### src/rtl/multicycle_control_fsm_pkg.sv
// Shared encodings for the multicycle RV32I main controller: states, datapath
// select codes, ALUOp codes (shared with the ALU control decoder) and opcodes.
package multicycle_control_fsm_pkg;

   typedef enum logic [3:0] {
      S_FETCH     = 4'd0,
      S_DECODE    = 4'd1,
      S_EXEC_R    = 4'd2,
      S_EXEC_I    = 4'd3,
      S_EXEC_LUI  = 4'd4,
      S_ADDR      = 4'd5,
      S_MEM_RD    = 4'd6,
      S_WB_MEM    = 4'd7,
      S_MEM_WR    = 4'd8,
      S_WB_ALU    = 4'd9,
      S_BRANCH    = 4'd10,
      S_EXEC_JALR = 4'd11,
      S_JUMP      = 4'd12,
      S_TRAP      = 4'd13
   } state_e;

   localparam logic [6:0] OPC_LUI    = 7'b0110111;
   localparam logic [6:0] OPC_AUIPC  = 7'b0010111;
   localparam logic [6:0] OPC_JAL    = 7'b1101111;
   localparam logic [6:0] OPC_JALR   = 7'b1100111;
   localparam logic [6:0] OPC_BRANCH = 7'b1100011;
   localparam logic [6:0] OPC_LOAD   = 7'b0000011;
   localparam logic [6:0] OPC_STORE  = 7'b0100011;
   localparam logic [6:0] OPC_OPIMM  = 7'b0010011;
   localparam logic [6:0] OPC_OP     = 7'b0110011;

   localparam logic [2:0] F3_BEQ = 3'b000;
   localparam logic [2:0] F3_BNE = 3'b001;

   // 3'b101 is held back for AUIPC and is never driven by this controller.
   localparam logic [2:0] ALUOP_ADD = 3'b000;
   localparam logic [2:0] ALUOP_SUB = 3'b001;
   localparam logic [2:0] ALUOP_R   = 3'b010;
   localparam logic [2:0] ALUOP_I   = 3'b011;
   localparam logic [2:0] ALUOP_LUI = 3'b100;

   localparam logic [1:0] SRCA_PC    = 2'b00;
   localparam logic [1:0] SRCA_OLDPC = 2'b01;
   localparam logic [1:0] SRCA_RS1   = 2'b10;
   localparam logic [1:0] SRCB_RS2   = 2'b00;
   localparam logic [1:0] SRCB_FOUR  = 2'b01;
   localparam logic [1:0] SRCB_IMM   = 2'b10;
   localparam logic [1:0] M2R_ALUOUT = 2'b00;
   localparam logic [1:0] M2R_MDR    = 2'b01;
   localparam logic [1:0] M2R_PC     = 2'b10;
   localparam logic       PCSRC_ALU    = 1'b0;
   localparam logic       PCSRC_ALUOUT = 1'b1;

   localparam int CLS_OP     = 0;
   localparam int CLS_OPIMM  = 1;
   localparam int CLS_LOAD   = 2;
   localparam int CLS_STORE  = 3;
   localparam int CLS_BRANCH = 4;
   localparam int CLS_JAL    = 5;
   localparam int CLS_JALR   = 6;
   localparam int CLS_LUI    = 7;
   localparam int CLS_AUIPC  = 8;
   localparam int CLS_W      = 9;

   // pc_write_fetch/ir_write_fetch/pc_write_br still need i_MemReady or i_Zero.
   typedef struct packed {
      logic [2:0] alu_op;
      logic [1:0] alu_src_a;
      logic [1:0] alu_src_b;
      logic [1:0] mem_to_reg;
      logic       pc_source;
      logic       iord;
      logic       pc_write;
      logic       pc_write_fetch;
      logic       pc_write_br;
      logic       ir_write_fetch;
      logic       reg_write;
      logic       mem_read;
      logic       mem_write;
   } ctrl_t;

   function automatic ctrl_t ctrl_for_state(input state_e s);
      ctrl_t c;
      c = '0;
      case (s)
         S_FETCH: begin
            c.mem_read = 1'b1;  c.alu_src_a = SRCA_PC;  c.alu_src_b = SRCB_FOUR;
            c.alu_op = ALUOP_ADD;  c.pc_source = PCSRC_ALU;
            c.ir_write_fetch = 1'b1;  c.pc_write_fetch = 1'b1;
         end
         S_DECODE:    begin c.alu_src_a = SRCA_OLDPC; c.alu_src_b = SRCB_IMM; c.alu_op = ALUOP_ADD; end
         S_EXEC_R:    begin c.alu_src_a = SRCA_RS1; c.alu_src_b = SRCB_RS2; c.alu_op = ALUOP_R; end
         S_EXEC_I:    begin c.alu_src_a = SRCA_RS1; c.alu_src_b = SRCB_IMM; c.alu_op = ALUOP_I; end
         S_EXEC_LUI:  begin c.alu_src_b = SRCB_IMM; c.alu_op = ALUOP_LUI; end
         S_ADDR,
         S_EXEC_JALR: begin c.alu_src_a = SRCA_RS1; c.alu_src_b = SRCB_IMM; c.alu_op = ALUOP_ADD; end
         S_MEM_RD:    begin c.mem_read = 1'b1; c.iord = 1'b1; end
         S_MEM_WR:    begin c.mem_write = 1'b1; c.iord = 1'b1; end
         S_WB_MEM:    begin c.reg_write = 1'b1; c.mem_to_reg = M2R_MDR; end
         S_WB_ALU:    begin c.reg_write = 1'b1; c.mem_to_reg = M2R_ALUOUT; end
         S_BRANCH: begin
            c.alu_src_a = SRCA_RS1;  c.alu_src_b = SRCB_RS2;  c.alu_op = ALUOP_SUB;
            c.pc_source = PCSRC_ALUOUT;  c.pc_write_br = 1'b1;
         end
         // PC already holds the link value, so rd takes PC before the jump lands.
         S_JUMP: begin
            c.pc_write = 1'b1;  c.pc_source = PCSRC_ALUOUT;
            c.reg_write = 1'b1;  c.mem_to_reg = M2R_PC;
         end
         default: c = '0;
      endcase
      return c;
   endfunction

endpackage

### src/rtl/multicycle_control_fsm_opcode_class_dec.sv
// Combinational instruction classifier: one-hot class plus illegal bit from
// the opcode and funct3 fields of the instruction register.
module opcode_class_dec
   import multicycle_control_fsm_pkg::*;
(
   input  logic [6:0]       i_Opcode,
   input  logic [2:0]       i_Funct3,
   output logic [CLS_W-1:0] o_Class,
   output logic             o_Illegal
);

   always_comb begin
      o_Class   = '0;
      o_Illegal = 1'b0;
      case (i_Opcode)
         OPC_OP:    o_Class[CLS_OP]    = 1'b1;
         OPC_OPIMM: o_Class[CLS_OPIMM] = 1'b1;
         OPC_LOAD:  o_Class[CLS_LOAD]  = 1'b1;
         OPC_STORE: o_Class[CLS_STORE] = 1'b1;
         OPC_JAL:   o_Class[CLS_JAL]   = 1'b1;
         OPC_JALR:  o_Class[CLS_JALR]  = 1'b1;
         OPC_LUI:   o_Class[CLS_LUI]   = 1'b1;
         OPC_AUIPC: o_Class[CLS_AUIPC] = 1'b1;
         OPC_BRANCH: begin
            if (i_Funct3 == F3_BEQ || i_Funct3 == F3_BNE) o_Class[CLS_BRANCH] = 1'b1;
            else                                          o_Illegal = 1'b1;
         end
         default:   o_Illegal = 1'b1;
      endcase
   end

endmodule

### src/rtl/multicycle_control_fsm.sv
// Multicycle RV32I main controller. Define CTRL_ILLEGAL_TRAP_EN to trap on
// illegal instructions; otherwise they retire as NOPs.
module multicycle_control_fsm
   import multicycle_control_fsm_pkg::*;
#(
   parameter int MEM_WAIT_MAX = 0
)
(
   input  logic       i_clk,
   input  logic       i_rst,
   input  logic [6:0] i_Opcode,
   input  logic [2:0] i_Funct3,
   input  logic       i_Zero,
   input  logic       i_MemReady,
   output logic [2:0] o_ALUOp,
   output logic [1:0] o_ALUSrcA,
   output logic [1:0] o_ALUSrcB,
   output logic [1:0] o_MemToReg,
   output logic       o_PCSource,
   output logic       o_IorD,
   output logic       o_PCWrite,
   output logic       o_IRWrite,
   output logic       o_RegWrite,
   output logic       o_MemRead,
   output logic       o_MemWrite,
   output logic       o_Illegal,
   output logic [3:0] o_State
);

   localparam bit WD_EN = (MEM_WAIT_MAX > 0);
   localparam int WCW   = (MEM_WAIT_MAX > 1) ? $clog2(MEM_WAIT_MAX) : 1;
   localparam logic [WCW-1:0] WAIT_LAST = WCW'((MEM_WAIT_MAX > 0) ? MEM_WAIT_MAX - 1 : 0);

   state_e           state, next_state;
   ctrl_t            ctrl_q;
   logic             illegal_q;
   logic [WCW-1:0]   wait_cnt;
   logic [CLS_W-1:0] cls;
   logic             cls_illegal;
   logic             in_mem, wd_expire, br_take;

   opcode_class_dec u_dec (
      .i_Opcode  (i_Opcode),
      .i_Funct3  (i_Funct3),
      .o_Class   (cls),
      .o_Illegal (cls_illegal)
   );

   assign in_mem    = (state == S_FETCH) || (state == S_MEM_RD) || (state == S_MEM_WR);
   assign wd_expire = WD_EN && in_mem && !i_MemReady && (wait_cnt == WAIT_LAST);
   assign br_take   = (i_Funct3 == F3_BNE) ? !i_Zero : i_Zero;

   always_comb begin
      next_state = state;
      case (state)
         S_FETCH: if (i_MemReady) next_state = S_DECODE;
         S_DECODE: begin
            if (cls_illegal) begin
`ifdef CTRL_ILLEGAL_TRAP_EN
               next_state = S_TRAP;
`else
               next_state = S_FETCH;
`endif
            end
            else if (cls[CLS_OP])                     next_state = S_EXEC_R;
            else if (cls[CLS_OPIMM])                  next_state = S_EXEC_I;
            else if (cls[CLS_LOAD] || cls[CLS_STORE]) next_state = S_ADDR;
            else if (cls[CLS_BRANCH])                 next_state = S_BRANCH;
            else if (cls[CLS_JAL])                    next_state = S_JUMP;
            else if (cls[CLS_JALR])                   next_state = S_EXEC_JALR;
            else if (cls[CLS_LUI])                    next_state = S_EXEC_LUI;
            else if (cls[CLS_AUIPC])                  next_state = S_WB_ALU;
            else                                      next_state = S_FETCH;
         end
         S_EXEC_R, S_EXEC_I, S_EXEC_LUI: next_state = S_WB_ALU;
         S_ADDR:      next_state = cls[CLS_STORE] ? S_MEM_WR : S_MEM_RD;
         S_MEM_RD:    if (i_MemReady) next_state = S_WB_MEM;
         S_MEM_WR:    if (i_MemReady) next_state = S_FETCH;
         S_WB_MEM, S_WB_ALU, S_BRANCH, S_JUMP: next_state = S_FETCH;
         S_EXEC_JALR: next_state = S_JUMP;
         S_TRAP:      next_state = S_TRAP;
         default:     next_state = S_FETCH;
      endcase
      if (wd_expire) next_state = S_TRAP;
   end

   // The wait counter restarts on every state change, so each memory state gets a fresh budget.
   always_ff @(posedge i_clk or posedge i_rst) begin
      if (i_rst) begin
         state     <= S_FETCH;
         ctrl_q    <= ctrl_for_state(S_FETCH);
         illegal_q <= 1'b0;
         wait_cnt  <= '0;
      end else begin
         state  <= next_state;
         ctrl_q <= ctrl_for_state(next_state);
         if (next_state == S_TRAP) illegal_q <= 1'b1;
         if (next_state != state)             wait_cnt <= '0;
         else if (in_mem && !i_MemReady)      wait_cnt <= wait_cnt + 1'b1;
      end
   end

   always_comb begin
      o_ALUOp    = '0;
      o_ALUSrcA  = '0;
      o_ALUSrcB  = '0;
      o_MemToReg = '0;
      o_PCSource = 1'b0;
      o_IorD     = 1'b0;
      o_PCWrite  = 1'b0;
      o_IRWrite  = 1'b0;
      o_RegWrite = 1'b0;
      o_MemRead  = 1'b0;
      o_MemWrite = 1'b0;
      o_Illegal  = 1'b0;
      o_State    = '0;
      if (!i_rst) begin
         o_ALUOp    = ctrl_q.alu_op;
         o_ALUSrcA  = ctrl_q.alu_src_a;
         o_ALUSrcB  = ctrl_q.alu_src_b;
         o_MemToReg = ctrl_q.mem_to_reg;
         o_PCSource = ctrl_q.pc_source;
         o_IorD     = ctrl_q.iord;
         o_PCWrite  = ctrl_q.pc_write | (ctrl_q.pc_write_fetch & i_MemReady)
                    | (ctrl_q.pc_write_br & br_take);
         o_IRWrite  = ctrl_q.ir_write_fetch & i_MemReady;
         o_RegWrite = ctrl_q.reg_write;
         o_MemRead  = ctrl_q.mem_read;
         o_MemWrite = ctrl_q.mem_write;
         o_Illegal  = illegal_q;
         o_State    = state;
      end
   end

endmodule

### config.mk
export PLATFORM = sky130hd
export DESIGN_NAME = multicycle_control_fsm
export DESIGN_NICKNAME = d
export VERILOG_FILES = /design/src/rtl/multicycle_control_fsm_pkg.sv /design/src/rtl/multicycle_control_fsm_opcode_class_dec.sv /design/src/rtl/multicycle_control_fsm.sv
export SDC_FILE = /design/constraint.sdc
export NUM_CORES = 1
export LEC_CHECK = 0
export CAP_MARGIN = 30
export CORE_MARGIN = 3
export CORE_UTILIZATION = 45
export DETAILED_ROUTE_END_ITERATION = 10
export PLACE_DENSITY = 0.87
export RECOVER_POWER = 100
export SYNTH_ARGS = -nofsm -noshare
export SYNTH_HDL_FRONTEND = slang
export SYNTH_SLANG_ARGS = --single-unit
export TNS_END_PERCENT = 100
### constraint.sdc
create_clock -name i_clk -period 2.65 [get_ports i_clk]
set_input_delay 0.3975 -clock i_clk [delete_from_list [all_inputs] [get_ports i_clk]]
set_output_delay 0.3975 -clock i_clk [all_outputs]
set_load 0.01 [all_outputs]
==> impl_metrics.ini <==
[cts]
cts_tree = yes
ctsHoldBuffers = 0
h-tree-depth = 1
numClockSinks = 21
cts-root-buf = clkbuf_4
insertion_delay_ns = 0.31
cts.clk_slew.worst_paths_ns = 0.11
cts_buffers = 3
cts_resized = 0
post_cts_buffers = 0
clk_path_buf_depth = 2

[worst_hold_path]
whs_endpoint = illegal_q$_DFFE_PP0N_
hold_class = reg2reg
worstHoldPathCells = 1
hp-start = illegal_q$_DFFE_PP0N_

[global_routing]
grt_pass1_vias = 1120
grt_pass1_wl_um = 4930
grt_max_degree = 22
antenna_found_initial = 0
grt_use_total = 0.191
grt-ovfl-total = 0

[run_status]
status = completed

[layout]
fill_cells = 208
num_antenna_cells = 0
drive_gt1_frac = 0.119
final_nets = 183
multiInputGateArea_um2 = 631
seqCellArea_um2 = 528
area_delta_synth_final_pct = 36.1

[critical_path]
rr_startpoint = state[1]$_DFF_PP0_
worstRegToRegCells = 6
required_ns = 2.25
max_stage_delay_ns = 0.49
arrival_ns = 2.11
worstSetupStartpoint = i_Funct3[1]
worst-setup-path-type = in2out
crit_path_cell_trace = clkdlybuf4s50_1 > nor2_1 > nand2_1 > xnor2_1 > a221oi_1 > nor2_1 > clkdlybuf4s50_1
end_kind = primary output
rrSetupSlack_ns = 0.23
crit_slowest_cell = clkdlybuf4s50_1
r2r_end = ctrl_q[15]$_DFF_PP0_
crit_fanout = 2
startpoint_type = input pin

[synthesis]
muxShareOfSynthArea = 0.00943
synth.top_cell.area_share = 0.398
synth.largest_area_cell = dfrtp_1
ys_seq_area_frac = 0.442
synth_area_leaders = dfrtp_1 40%, nor2b_1 12%, nand2b_1 5.2%
ys_ff_latch = 21
synth.distinct_cells = 41
syn_area_um2 = 1190
synth-simple-area-share = 0.350
ys.warnings.count = 0
synth_compound_area_frac = 0.158
synthAdderAreaFrac = 0
avgSynthCellArea_um2 = 9.25
synth-xor-area-share = 0.0147
synth_top_family_by_area = simple AND/OR/NAND/NOR gates
postSynthCellCount = 129
synth_nets = 143

[power_and_ir_drop]
p_seq_frac = 0.505
pwr-share-comb = 0.279
p_int_uw = 514
p_sw_frac = 0.291
power.density_nw_per_um2 = 446
clkPwrFrac = 0.217
peakVddDrop_mv = 0.523
total_power_uw = 725
p_leak_uw = 0.000720
switching_power_uw = 211

[timing]
maxSlewViolCount = 0
period_minus_slack_ns = 2.51
worstMarginPinSlew_ns = 0.772
rsz0062_at_grt = no
finalCritPeriodShare = 0.947
setup_violations = 0
fmax_mhz = 398
final_hold_viol_count = 0
relSlewSlack = 0.485
tns_ns = 0
fin_skew_ns = 0.0154

[detailed_routing]
wl_um = 2810
vias = 1078
wl_per_cell_um = 14.2
drt_first_iter_violations = 42
vias_per_cell = 5.44
ant_nets = 0
drc = 0
first_pass_iters = 4

[floorplan]
std_cell_rows = 18
coreArea_um2 = 2500
die-area_um2 = 3310
die_y_um = 57.5
start_util = 0.477
ios = 35
die_w_um = 57.5

[placement]
gp_congestion = 0.847
io_buffers = 34
hpwl_um = 2190

[flow_run]
cap_viol_max_count = 0
-- Yosys cell counts --
cell / instances
nor4b_1: 2
a31oi_1: 2
a2111oi_0: 1
nand2_1: 5
nor2b_1: 22
o221ai_1: 1
nor2_1: 14
nand3b_1: 1
nor4_1: 1
or4b_1: 1
xor2_1: 1
a211oi_1: 1
o22ai_1: 1
and3_1: 1
and2_1: 2
dfrtp_1: 19
or2_1: 1
and2b_1: 1
dfstp_2: 2
a221oi_1: 1
nor3_1: 1
nand3_1: 1
or3b_2: 2
clkbuf_1: 6
or2_2: 3
and3b_1: 1
o21a_1: 3
a21oi_1: 5
mux2_2: 1
inv_1: 2
a2bb2oi_1: 1
a211o_1: 1
xnor2_1: 1
a21o_1: 1
nand2b_1: 10
a22oi_1: 2
or3_1: 1
o21ai_0: 4
or3_4: 1
o31ai_1: 1
o211ai_4: 1
-- metrics by stage --
step                      utilization  hold slack [ns]  setup WS, ns  area (um^2)  instances
after CTS                       0.653            0.488         0.130         1630        198
after global placement          0.641            0.445         0.164         1600        194
after floorplan                     -            0.426         0.626         1190        129
after global routing            0.650            0.503        0.0925         1620        198
after detailed placement        0.641            0.457         0.122         1600        194
final                           0.650            0.482         0.140         1620        198
-- metal layers --
layer / wire (um) / part of all wire / track usage / vias to the layer above
met5: 0 / 0 / 0 / -
met4: 36 / 0.013 / 0.0397 / 0
met3: 112 / 0.040 / 0.0407 / 4
met2: 1540 / 0.55 / 0.350 / 31
met1: 1130 / 0.40 / 0.227 / 523
li1: - / - / - / 520
-- sequential cells by signal (all words and copies together) (netlist names) --
register and cells:
state 4, ctrl_q 16, illegal_q 1
-- layout by cell type, fill, tap and decap left out, drive strengths merged, types with 2 or more instances in the layout --
cell type,instances
a21oi,5
a22oi,2
a31oi,2
and2,2
buf,6
clkbuf,4
clkdlybuf4s50,20
dfrtp,19
dfstp,2
dlygate4sd3,14
inv,2
nand2,5
nand2b,10
nor2,14
nor2b,22
nor4b,2
o21a,3
o21ai,4
or2,4
or3,2
or3b,2
-- power groups by stage --
stage | Clock, uW | Combinational (uW) | Sequential (uW)
floorplan | 0 | 119 | 366
global placement | 0 | 200 | 370
detailed placement | 0 | 207 | 371
CTS | 163 | 209 | 366
global route | 180 | 221 | 370
finish | 157 | 202 | 366
-- worst max-delay path, delay by kind of cell --
kind / cells / cell delay [ns]
buf+inv: 2 / 0.90
compound gates: 1 / 0.29
xor+xnor: 1 / 0.14
simple gates: 3 / 0.39
-- kinds of logic after synthesis --
logic type,after synthesis
and+or+nand+nor,71
buffers and inverters,8
muxes,1
AOI/OAI and AO/OA,26
DFF,21
xor gates and xnor gates,2
-- final cells by class --
type                       count  share of cell area
clock inverter                 1             0.00462
timing repair buffer          41               0.240
inverter                       2             0.00462
clock buffer                   3              0.0139
multi-input combinational    100               0.388
sequential                    21               0.325
tap                           30              0.0231
-- worst max-delay path by stage --
stage,end
after floorplan,ctrl_q[15]$_DFF_PP0_
after global placement,ctrl_q[2]$_DFF_PP0_
after detailed placement,ctrl_q[7]$_DFF_PP0_
after CTS,o_PCWrite
after global routing,o_IRWrite
final,o_PCWrite
Note: power is estimated with default switching activity, not from simulation.
==> RTL change: new RTL, same flow settings <==
Add a define of `CTRL_ILLEGAL_TRAP_EN`.
--- a/src/rtl/multicycle_control_fsm.sv
+++ b/src/rtl/multicycle_control_fsm.sv
@@ -1,5 +1,7 @@
 // Multicycle RV32I main controller. Define CTRL_ILLEGAL_TRAP_EN to trap on
 // illegal instructions; otherwise they retire as NOPs.
+`define CTRL_ILLEGAL_TRAP_EN
+
 module multicycle_control_fsm
    import multicycle_control_fsm_pkg::*;
 #(
Check against the original RTL: not equivalent (a bounded check fails within 4 cycles, from zero or initial values and one cycle with i_rst high).
==> RTL change against the unedited design <==
Synthesized area rose by 9.3%; via count grew 7.7%; routed wire length grew 5.4%; final area increased by 3.4%; sequential cell count unchanged; setup slack gained 62 ps; count of clock-buffer cells in the layout grew 1; synthesized cell count rose by 12%; final cell count up 4.0%.
Power is not compared: it rests on default switching activity, and its combinational part moved more than twofold at a synthesized area within 25%.
==> RTL change: results (changes against the unedited design) <==
Clock Skew 5.055 ps (was 15.36 ps); Starting DRT DRC Count 45 (was 42); vias per inst 5.636 (was 5.444); crit path kind input pin to register (was input pin to primary output); DR vias 1,161 (was 1,078); DP Wirelength 2359 um (was 2194 um); maximum clock frequency 408.5 MHz (was 398.5 MHz); Synth Instances 144 (was 129); metal2 WL 1467 um (was 1540 um); worst hold slack 493.2 ps (was 482.2 ps); Placement Setup Slack 11.50 ps (was 122.4 ps); sequential cell area fraction in the yosys report 40.46% (was 44.23%); layout cells sized above 1 8.523% (was 11.90%); largest cells by area after synthesis dfrtp_1, nor2b_1, nor2_1, dfstp_2, o21ai_0 (was dfrtp_1, nor2b_1, nand2b_1, dfstp_2, nor2_1); Worst Path Max Fanout 11 (was 2); clk_lat worst skew 290 ps (was 310 ps); WL final 2967 um (was 2814 um); met2 global-route usage 31.02% (was 35.00%); placed cells 202 (was 194); ANT nets after route 0 (unchanged); Netlist cell types 44 (was 41); vias in the first global route 1,124 (was 1,120); R2R depth 6 (unchanged); status complete, no violations (unchanged); flop-to-flop setup slack 530 ps (was 230 ps); R2R Path End ctrl_q[1]$_DFF_PP1_ (was ctrl_q[15]$_DFF_PP0_); gr usage total 19.36% (was 19.09%); GP Congestion 0.8577 (was 0.8466); M1 WL 1237 um (was 1125 um); Synthesized Nets 158 (was 143); met1 Use GR 25.95% (was 22.73%); met3 routed WL 237 um (was 112 um); GR met3 Demand/Resource 4.536% (was 4.072%); Final nets 191 (was 183); worst relative slew slack 48.93% (was 48.48%); CP Launch Point i_Opcode[6] (was i_Funct3[1]); post-CTS sizing 0 (unchanged); placed cell area 1662 um^2 (was 1602 um^2); Post-synth top cells nor2b_1, dfrtp_1, nor2_1 (unchanged); Worst VDD drop between 600 and 700 uV; arrival time of the worst setup path 2650 ps (was 2110 ps); global-route wire length before repair 5237 um (was 4926 um)
-- RTL change: layout make-up --
| cell class | count | area [um^2] |
|---|---|---|
| Sequential cell | 21 | 528.0 |
| Timing Repair Buffer | 37 | 362.8 |
| Multi-Input combinational cell | 111 | 713.2 |
| Inverter | 3 | 11.26 |
| Tap cell | 30 | 37.54 |
| Clock buffer | 4 | 26.28 |
| Fill cell | 223 | 933.4 |
-- RTL change: cells by family after synthesis --
family,Yosys count,synth area share (%)
compound gates,33,19.46
xor+xnor,2,1.343
buf+inv,12,4.218
flops,21,40.46
simple gates,76,34.52
-- RTL change: critical path, cell delays in order --
cell and delay [ps]:
clkdlybuf4s50_1 570, or4b_4 600, o21ai_0 170, a21oi_1 100
a211o_4 340, nand2_1 190, nor3b_1 280
-- RTL change: where the power goes --
part | internal (uW) | switching [uW] | total [uW] | leakage, uW
clock | 58.6 | 89.0 | 148 | 0.0000150
combinational | 392 | 431 | 823 | 0.000480
sequential | 431 | 104 | 535 | 0.000271
